## src/rtl/lockpick_vault.sv

```systemverilog
// lockpick_vault: two-stream key XOR, iterative Feistel/S-box hash, compare
// against a programmable target, and ready/valid result streaming with lockout.
// Ports:
//   clk, rst                  clock, asynchronous active-high reset
//   start                     begin a game (IDLE only)
//   in_valid, in_data[7:0]    key byte stream (INPUT_A then INPUT_B)
//   tgt_we, tgt_data[7:0]     target byte write (IDLE only, auto-increment)
//   out_ready                 result sink ready
//   out_valid, out_data[7:0]  registered result byte stream
//   status[1:0]               00 none, 01 error, 10 win, 11 locked out
//   attempts_left[2:0]        remaining failed compares this game
//   busy                      high in any state except IDLE
module lockpick_vault #(
    parameter int unsigned  KEY_BYTES      = 32,
    parameter int unsigned  ROUNDS         = 3,
    parameter int unsigned  MAX_ATTEMPTS   = 3,
    parameter int unsigned  LOCKOUT_CYCLES = 16,
    parameter logic [255:0] DEFAULT_TARGET =
        256'hCAFEBABE_12345678_DEADBEEF_FEEDFACE_C001D00D_BADC0DE5_BAADF00D_0BADBEEF
) (
    input  logic       clk,
    input  logic       rst,
    input  logic       start,
    input  logic       in_valid,
    input  logic [7:0] in_data,
    input  logic       tgt_we,
    input  logic [7:0] tgt_data,
    input  logic       out_ready,
    output logic       out_valid,
    output logic [7:0] out_data,
    output logic [1:0] status,
    output logic [2:0] attempts_left,
    output logic       busy
);
    localparam int unsigned KW = KEY_BYTES * 8;
    localparam int unsigned L  = KEY_BYTES * 2;
    localparam int unsigned H  = L / 2;
    localparam int unsigned Q  = L / 4;
    localparam int unsigned CW = $clog2(KEY_BYTES);
    localparam int unsigned RW = 4;
    localparam int unsigned LW = $clog2(LOCKOUT_CYCLES + 1);

    localparam logic [CW-1:0] LAST_BYTE  = CW'(KEY_BYTES - 1);
    localparam logic [RW-1:0] LAST_ROUND = RW'(ROUNDS - 1);
    localparam logic [LW-1:0] LAST_LOCK  = LW'(LOCKOUT_CYCLES - 1);
    localparam logic [2:0]    ATT_INIT   = 3'(MAX_ATTEMPTS);

    localparam logic [1:0]  ST_NONE = 2'b00;
    localparam logic [1:0]  ST_ERR  = 2'b01;
    localparam logic [1:0]  ST_WIN  = 2'b10;
    localparam logic [1:0]  ST_LOCK = 2'b11;
    localparam logic [31:0] MSG_WIN  = 32'hFACEFACE;
    localparam logic [31:0] MSG_LOCK = 32'hDEADDEAD;
    localparam logic [31:0] MSG_ERR  = 32'hBAD0BAD0;

    localparam logic [7:0] SBOX [0:255] = '{
        8'h63, 8'h7c, 8'h77, 8'h7b, 8'hf2, 8'h6b, 8'h6f, 8'hc5, 8'h30, 8'h01, 8'h67, 8'h2b, 8'hfe, 8'hd7, 8'hab, 8'h76,
        8'hca, 8'h82, 8'hc9, 8'h7d, 8'hfa, 8'h59, 8'h47, 8'hf0, 8'had, 8'hd4, 8'ha2, 8'haf, 8'h9c, 8'ha4, 8'h72, 8'hc0,
        8'hb7, 8'hfd, 8'h93, 8'h26, 8'h36, 8'h3f, 8'hf7, 8'hcc, 8'h34, 8'ha5, 8'he5, 8'hf1, 8'h71, 8'hd8, 8'h31, 8'h15,
        8'h04, 8'hc7, 8'h23, 8'hc3, 8'h18, 8'h96, 8'h05, 8'h9a, 8'h07, 8'h12, 8'h80, 8'he2, 8'heb, 8'h27, 8'hb2, 8'h75,
        8'h09, 8'h83, 8'h2c, 8'h1a, 8'h1b, 8'h6e, 8'h5a, 8'ha0, 8'h52, 8'h3b, 8'hd6, 8'hb3, 8'h29, 8'he3, 8'h2f, 8'h84,
        8'h53, 8'hd1, 8'h00, 8'hed, 8'h20, 8'hfc, 8'hb1, 8'h5b, 8'h6a, 8'hcb, 8'hbe, 8'h39, 8'h4a, 8'h4c, 8'h58, 8'hcf,
        8'hd0, 8'hef, 8'haa, 8'hfb, 8'h43, 8'h4d, 8'h33, 8'h85, 8'h45, 8'hf9, 8'h02, 8'h7f, 8'h50, 8'h3c, 8'h9f, 8'ha8,
        8'h51, 8'ha3, 8'h40, 8'h8f, 8'h92, 8'h9d, 8'h38, 8'hf5, 8'hbc, 8'hb6, 8'hda, 8'h21, 8'h10, 8'hff, 8'hf3, 8'hd2,
        8'hcd, 8'h0c, 8'h13, 8'hec, 8'h5f, 8'h97, 8'h44, 8'h17, 8'hc4, 8'ha7, 8'h7e, 8'h3d, 8'h64, 8'h5d, 8'h19, 8'h73,
        8'h60, 8'h81, 8'h4f, 8'hdc, 8'h22, 8'h2a, 8'h90, 8'h88, 8'h46, 8'hee, 8'hb8, 8'h14, 8'hde, 8'h5e, 8'h0b, 8'hdb,
        8'he0, 8'h32, 8'h3a, 8'h0a, 8'h49, 8'h06, 8'h24, 8'h5c, 8'hc2, 8'hd3, 8'hac, 8'h62, 8'h91, 8'h95, 8'he4, 8'h79,
        8'he7, 8'hc8, 8'h37, 8'h6d, 8'h8d, 8'hd5, 8'h4e, 8'ha9, 8'h6c, 8'h56, 8'hf4, 8'hea, 8'h65, 8'h7a, 8'hae, 8'h08,
        8'hba, 8'h78, 8'h25, 8'h2e, 8'h1c, 8'ha6, 8'hb4, 8'hc6, 8'he8, 8'hdd, 8'h74, 8'h1f, 8'h4b, 8'hbd, 8'h8b, 8'h8a,
        8'h70, 8'h3e, 8'hb5, 8'h66, 8'h48, 8'h03, 8'hf6, 8'h0e, 8'h61, 8'h35, 8'h57, 8'hb9, 8'h86, 8'hc1, 8'h1d, 8'h9e,
        8'he1, 8'hf8, 8'h98, 8'h11, 8'h69, 8'hd9, 8'h8e, 8'h94, 8'h9b, 8'h1e, 8'h87, 8'he9, 8'hce, 8'h55, 8'h28, 8'hdf,
        8'h8c, 8'ha1, 8'h89, 8'h0d, 8'hbf, 8'he6, 8'h42, 8'h68, 8'h41, 8'h99, 8'h2d, 8'h0f, 8'hb0, 8'h54, 8'hbb, 8'h16
    };

    typedef enum logic [2:0] {
        S_IDLE, S_INPUT_A, S_INPUT_B, S_HASH, S_COMPARE, S_OUTPUT, S_LOCKED
    } state_t;

    state_t        state, next_state;
    logic [KW-1:0] key_a, key_b, target;
    logic [CW-1:0] cnt, tgt_idx;
    logic [RW-1:0] rnd_cnt;
    logic [LW-1:0] lock_cnt;
    logic [L-1:0]  ha, hb, hc, hd;
    logic [31:0]   msg;

    logic [KW-1:0] key_b_m, x_pre;
    logic [L-1:0]  f0, f1, f2, f3, na, nb, nc, nd, ra;
    logic          match, last_in, fire;
    logic [1:0]    status_c, nxt_sel;
    logic [31:0]   msg_c;

    // Preload source: key_b with the byte being accepted this cycle merged in
    always_comb begin
        key_b_m = key_b;
        key_b_m[{cnt, 3'b000} +: 8] = in_data;
        x_pre = key_a ^ key_b_m;
    end

    // One hash round over the A/B/C/D lanes
    always_comb begin
        f1 = '0;
        f3 = '0;
        f0 = ((hb ^ hd) + (ha | hc)) ^ {hc[H-1:0], hd[H-1:0]};
        for (int j = 0; j < int'(L / 8); j++) begin
            f1[8*j +: 8] = {f0[8*j +: 7], f0[8*j+7]};
        end
        f2 = (f1 << 13) | (f1 >> (L - 13));
        for (int j = 0; j < int'(L / 8); j++) begin
            f3[8*j +: 8] = SBOX[f2[8*j +: 8]];
        end
        na = ha ^ f3;
        nb = (hb << (H + 1)) | (hb >> (H - 1));
        nc = hc + na;
        nd = ~hd ^ nb;
        ra = (na << Q) | (na >> (L - Q));
    end

    // Compare outcome and stream helpers
    always_comb begin
        match    = ({ha, hb, hc, hd} == target);
        status_c = ST_ERR;
        msg_c    = MSG_ERR;
        if (match) begin
            status_c = ST_WIN;
            msg_c    = MSG_WIN;
        end else if (attempts_left == 3'd1) begin
            status_c = ST_LOCK;
            msg_c    = MSG_LOCK;
        end
        last_in = in_valid && (cnt == LAST_BYTE);
        fire    = out_valid && out_ready;
        nxt_sel = cnt[1:0] + 2'd1;
    end

    // State register
    always_ff @(posedge clk or posedge rst) begin
        if (rst) state <= S_IDLE;
        else     state <= next_state;
    end

    // Next-state logic
    always_comb begin
        next_state = state;
        case (state)
            S_IDLE:    if (start) next_state = S_INPUT_A;
            S_INPUT_A: if (last_in) next_state = S_INPUT_B;
            S_INPUT_B: if (last_in) next_state = S_HASH;
            S_HASH:    if (rnd_cnt == LAST_ROUND) next_state = S_COMPARE;
            S_COMPARE: next_state = S_OUTPUT;
            S_OUTPUT: begin
                if (fire && (cnt == LAST_BYTE)) begin
                    if (status == ST_WIN)       next_state = S_IDLE;
                    else if (status == ST_LOCK) next_state = S_LOCKED;
                    else                        next_state = S_INPUT_A;
                end
            end
            S_LOCKED:  if (lock_cnt == LAST_LOCK) next_state = S_IDLE;
            default:   next_state = S_IDLE;
        endcase
    end

    // Datapath and registered outputs
    always_ff @(posedge clk or posedge rst) begin
        if (rst) begin
            key_a         <= '0;
            key_b         <= '0;
            target        <= KW'(DEFAULT_TARGET);
            cnt           <= '0;
            tgt_idx       <= '0;
            rnd_cnt       <= '0;
            lock_cnt      <= '0;
            ha            <= '0;
            hb            <= '0;
            hc            <= '0;
            hd            <= '0;
            msg           <= '0;
            out_valid     <= 1'b0;
            out_data      <= '0;
            status        <= ST_NONE;
            attempts_left <= ATT_INIT;
            busy          <= 1'b0;
        end else begin
            busy <= (next_state != S_IDLE);
            case (state)
                S_IDLE: begin
                    // start has priority; a coincident target write is dropped
                    if (start) begin
                        status        <= ST_NONE;
                        cnt           <= '0;
                        tgt_idx       <= '0;
                        attempts_left <= ATT_INIT;
                    end else if (tgt_we) begin
                        target[{tgt_idx, 3'b000} +: 8] <= tgt_data;
                        tgt_idx <= (tgt_idx == LAST_BYTE) ? '0 : tgt_idx + 1'b1;
                    end
                end
                S_INPUT_A: begin
                    if (in_valid) begin
                        key_a[{cnt, 3'b000} +: 8] <= in_data;
                        cnt <= last_in ? '0 : cnt + 1'b1;
                    end
                end
                S_INPUT_B: begin
                    if (in_valid) begin
                        key_b[{cnt, 3'b000} +: 8] <= in_data;
                        cnt <= last_in ? '0 : cnt + 1'b1;
                    end
                    if (last_in) begin
                        ha      <= x_pre[3*L +: L];
                        hb      <= x_pre[2*L +: L];
                        hc      <= x_pre[L +: L];
                        hd      <= x_pre[0 +: L];
                        rnd_cnt <= '0;
                    end
                end
                S_HASH: begin
                    ha      <= ra;
                    hb      <= nb;
                    hc      <= nc;
                    hd      <= nd;
                    rnd_cnt <= rnd_cnt + 1'b1;
                end
                S_COMPARE: begin
                    status    <= status_c;
                    msg       <= msg_c;
                    out_valid <= 1'b1;
                    out_data  <= msg_c[7:0];
                    cnt       <= '0;
                    if (!match) attempts_left <= attempts_left - 3'd1;
                end
                S_OUTPUT: begin
                    if (fire) begin
                        if (cnt == LAST_BYTE) begin
                            out_valid <= 1'b0;
                            cnt       <= '0;
                            lock_cnt  <= '0;
                        end else begin
                            cnt      <= cnt + 1'b1;
                            out_data <= msg[{nxt_sel, 3'b000} +: 8];
                        end
                    end
                end
                S_LOCKED: begin
                    lock_cnt <= lock_cnt + 1'b1;
                    if (lock_cnt == LAST_LOCK) attempts_left <= ATT_INIT;
                end
                default: ;
            endcase
        end
    end
endmodule

```

## config.mk

```make
export PLATFORM = sky130hd
export DESIGN_NAME = lockpick_vault
export DESIGN_NICKNAME = d
export VERILOG_FILES = /design/src/rtl/lockpick_vault.sv
export SDC_FILE = /design/constraint.sdc
export NUM_CORES = 2
export LEC_CHECK = 0
export CAP_MARGIN = 10
export CORE_UTILIZATION = 40
export CTS_CLUSTER_DIAMETER = 40
export DETAILED_ROUTE_END_ITERATION = 6
export SYNTH_ARGS = -nofsm -noshare
export SYNTH_HDL_FRONTEND = slang
export SYNTH_SLANG_ARGS = --single-unit
```

## constraint.sdc

```tcl
create_clock -name clk -period 45 [get_ports clk]
set_clock_uncertainty 0.1 [all_clocks]
set_input_delay 4.5 -clock clk [delete_from_list [all_inputs] [get_ports clk]]
set_output_delay 4.5 -clock clk [all_outputs]
set_load 0.005 [all_outputs]
```

==> results by group <==
Setup path
  – Worst Setup Start Kind: flop
  – Crit path max fanout: 22
  – Reg-to-reg startpoint: hd[1]$_DFFE_PP0P_
  – CP peak stage delay: 1.03 ns
  – Kind of critical path: reg -> reg
  – Crit end category: flop
  – Crit-path most repeated cell: a21oi_1
  – Critical Path RT: 45.62 ns
  – Reg-to-reg setup timing slack: 32.14 ns
  – Worst R2R End: hc[63]$_DFFE_PP0P_
  – Crit. Startpoint: hd[1]$_DFFE_PP0P_
  – Worst Setup EP: hc[63]$_DFFE_PP0P_
  – Crit-path slowest cell: a31oi_1
  – Critical Path AT: 13.48 ns
  – R2r worst-path depth: 38

STA
  – Least-Margin Pin Slew: 1.359 ns
  – Fin. Hold Viols: 0
  – Max-Slew Margin vs Limit: 8.882%
  – Tcrit/Tclk final: 28.57%
  – Fin Setup TNS: 0 ns
  – RSZ-0062 raised after global routing: no
  – Slew Limit Fails: 0
  – FMAX: 77.77 MHz
  – Setup violators final: 0
  – Final min period: 12.86 ns

Synth
  – Syn Nets: 10790
  – Main synth FF type: dfrtp_1
  – Most frequent cell after synthesis: nand2_1
  – EDFF count, synth: 0
  – Async SR Flop Fraction: 100.0%
  – Number of distinct library cells after synthesis: 113
  – Register area share after synthesis: 31.50%
  – Top cells by area, synth: dfrtp_1, o21ai_0, a21oi_1
  – Synth Instances: 10520
  – Most frequent cells after synthesis: nand2_1, o21ai_0, nor2_1
  – Area share of the largest cell type after synthesis: 26.88%
  – Syn Area/Cell: 8.115 um2
  – Yosys top cell by area: dfrtp_1
  – Synth warn: 0
  – #FFs+latches synth: 1067
  – Post-Synthesis Cell Area: 85360 um2

CTS
  – Clock Path Buffers: 3
  – CTS root buf: clkbuf_16
  – CTS tree: yes
  – CTS buffer count: 164
  – Post-CTS sizing: 0
  – Clock Sinks: 1067
  – H-tree depth: 4
  – Clk Latency, worst-skew pair: 0.86 ns
  – CTS Hold Buffers Added: 0
  – Clock transition at the registers of the reported paths: 0.06 ns
  – Post-CTS Setup Bufs: 0

Detailed routing
  – Vias per Instance: 6.914
  – Initial drt markers: 15070
  – Post-route DRC violation count: 8
  – Routed wire per std cell: 35.66 um
  – Vias: 90650
  – Total Wirelength: 467500 um
  – Final ANT Viol Nets: 0
  – Pre-Repair DR Iteration Count: 7

Global routing
  – Global Route Usage Sum: 41.88%
  – First-pass GRT wire length: 652200 um
  – Remaining Overflow, GRT: 0
  – Pin count of the biggest net entering global routing: 167
  – Vias in the first global route: 83380
  – Initial antenna violation count: 31

Die
  – Core ar.: 212100 um2
  – Die Y: 463.9 um
  – Die W: 463.9 um
  – IO Pins: 37
  – Core Rows: 169
  – Starting density of the core: 40.25%
  – Die Area: 215200 um2

Final layout
  – Fin nets: 10410
  – Area grow syn2layout: 10.92%
  – Post-route design area: 94680 um2
  – Layout cells sized above 1: 12.90%

Min path
  – Hold Path Class: reg -> reg

Place
  – Port bufs: 36
  – Placed Area: 88690 um2
  – Placer Congestion: 1.130
  – Hpwl dp: 350800 um

Run status
  – Run status: finished with violations
  – Failing checks: DRC

Run
  – Max-cap violations: 0
-- placed cells by master, fill, tap and decap left out, types with 32 or more instances in the layout --
master	instances
o22ai_1	76
buf_4	269
nor4_1	46
dfstp_2	150
o311ai_0	114
a21o_1	99
o21ai_0	949
a22oi_1	153
nand4_1	126
a211oi_1	198
o21a_1	74
o2111ai_1	35
nor3_1	237
clkbuf_16	164
xnor2_1	337
ha_1	243
and3_1	50
mux2i_1	188
or3_1	32
xor2_1	447
a31oi_1	157
nor2_1	929
a21oi_1	891
or2_2	72
a221oi_1	62
nand3_1	299
a211o_1	91
o221ai_1	75
xnor2_2	34
a311oi_1	114
o211ai_1	229
a221o_1	38
mux2_2	376
nand2_1	1082
nand2b_1	38
dfrtp_1	917
o31ai_1	43
inv_1	121
and2_1	65
-- per-stage QoR --
stage / worst slack [ns] / hold WS (ns) / utilization [%] / std cells
global placement: 32.58 / 0.3562 / 41.81 / 12800
global route: 31.86 / 0.3912 / 44.63 / 13100
finish: 32.14 / 0.3766 / 44.64 / 13110
detailed placement: 32.63 / 0.3671 / 41.82 / 12800
floorplan: 10.61 / 0.3436 / - / 10520
CTS: 32.59 / 0.3800 / 44.63 / 13100
-- cell type report --
cell class | instances | area, um2
timing repair buffer | 314 | 2499
sequential | 1067 | 26890
tap | 2821 | 3530
antenna | 7 | 17.52
clock buffer | 193 | 4293
multi-input combinational | 8457 | 55260
inverter | 140 | 533.0
fill | 21120 | 117400
clock inverter | 112 | 1662
-- worst min path at each step --
stage | slack, ns | startpoint | cells after the start | to
detailed placement | 0.37 | key_b[232]$_DFFE_PP0P_ | 2 | key_b[232]$_DFFE_PP0P_
CTS | 0.38 | key_b[214]$_DFFE_PP0P_ | 2 | key_b[214]$_DFFE_PP0P_
global route | 0.39 | key_b[86]$_DFFE_PP0P_ | 2 | key_b[86]$_DFFE_PP0P_
global placement | 0.36 | key_b[113]$_DFFE_PP0P_ | 2 | key_b[113]$_DFFE_PP0P_
finish | 0.38 | key_b[232]$_DFFE_PP0P_ | 2 | key_b[232]$_DFFE_PP0P_
floorplan | 0.34 | key_b[113]$_DFFE_PP0P_ | 2 | key_b[113]$_DFFE_PP0P_
-- per-layer routing --
metal  routed length (um)  up-vias  global-route usage [%]
li1                     -    38080                       -
met1               183200    44760                   54.77
met2               196500     6449                   61.40
met3                52120     1352                   10.69
met4                35610       14                   26.29
met5                   88        -                       0
-- sequential cells by signal, indices dropped and copies added, names as in the netlist, 6 cells and up --
register / flops
hc: 64
hb: 64
ha: 64
out_data: 8
target: 256
hd: 64
key_b: 256
key_a: 256
msg: 6
-- logic make-up after synthesis --
logic type	Yosys count	share of synthesized area (%)
AOI/OAI and AO/OA	3693	28.08
xor gates and xnor gates	845	8.723
adders and majority gates	246	3.621
buffers and inverters	994	4.642
DFF	1067	31.50
muxes	567	7.229
and+or+nand+nor	3106	16.20
-- critical path: cells and delay by family, from the launching register on --
family | cells | cell delay [ns]
and+or+nand+nor | 3 | 0.66
adders and majority gates | 3 | 1.50
buffers and inverters | 4 | 1.01
AOI/OAI and AO/OA | 24 | 7.59
xor gates and xnor gates | 4 | 1.35
DFF | 1 | 0.49
Power is left out: the tool's default activity adds up to more than one toggle a clock period on the data nets, which glitch-free logic cannot reach.
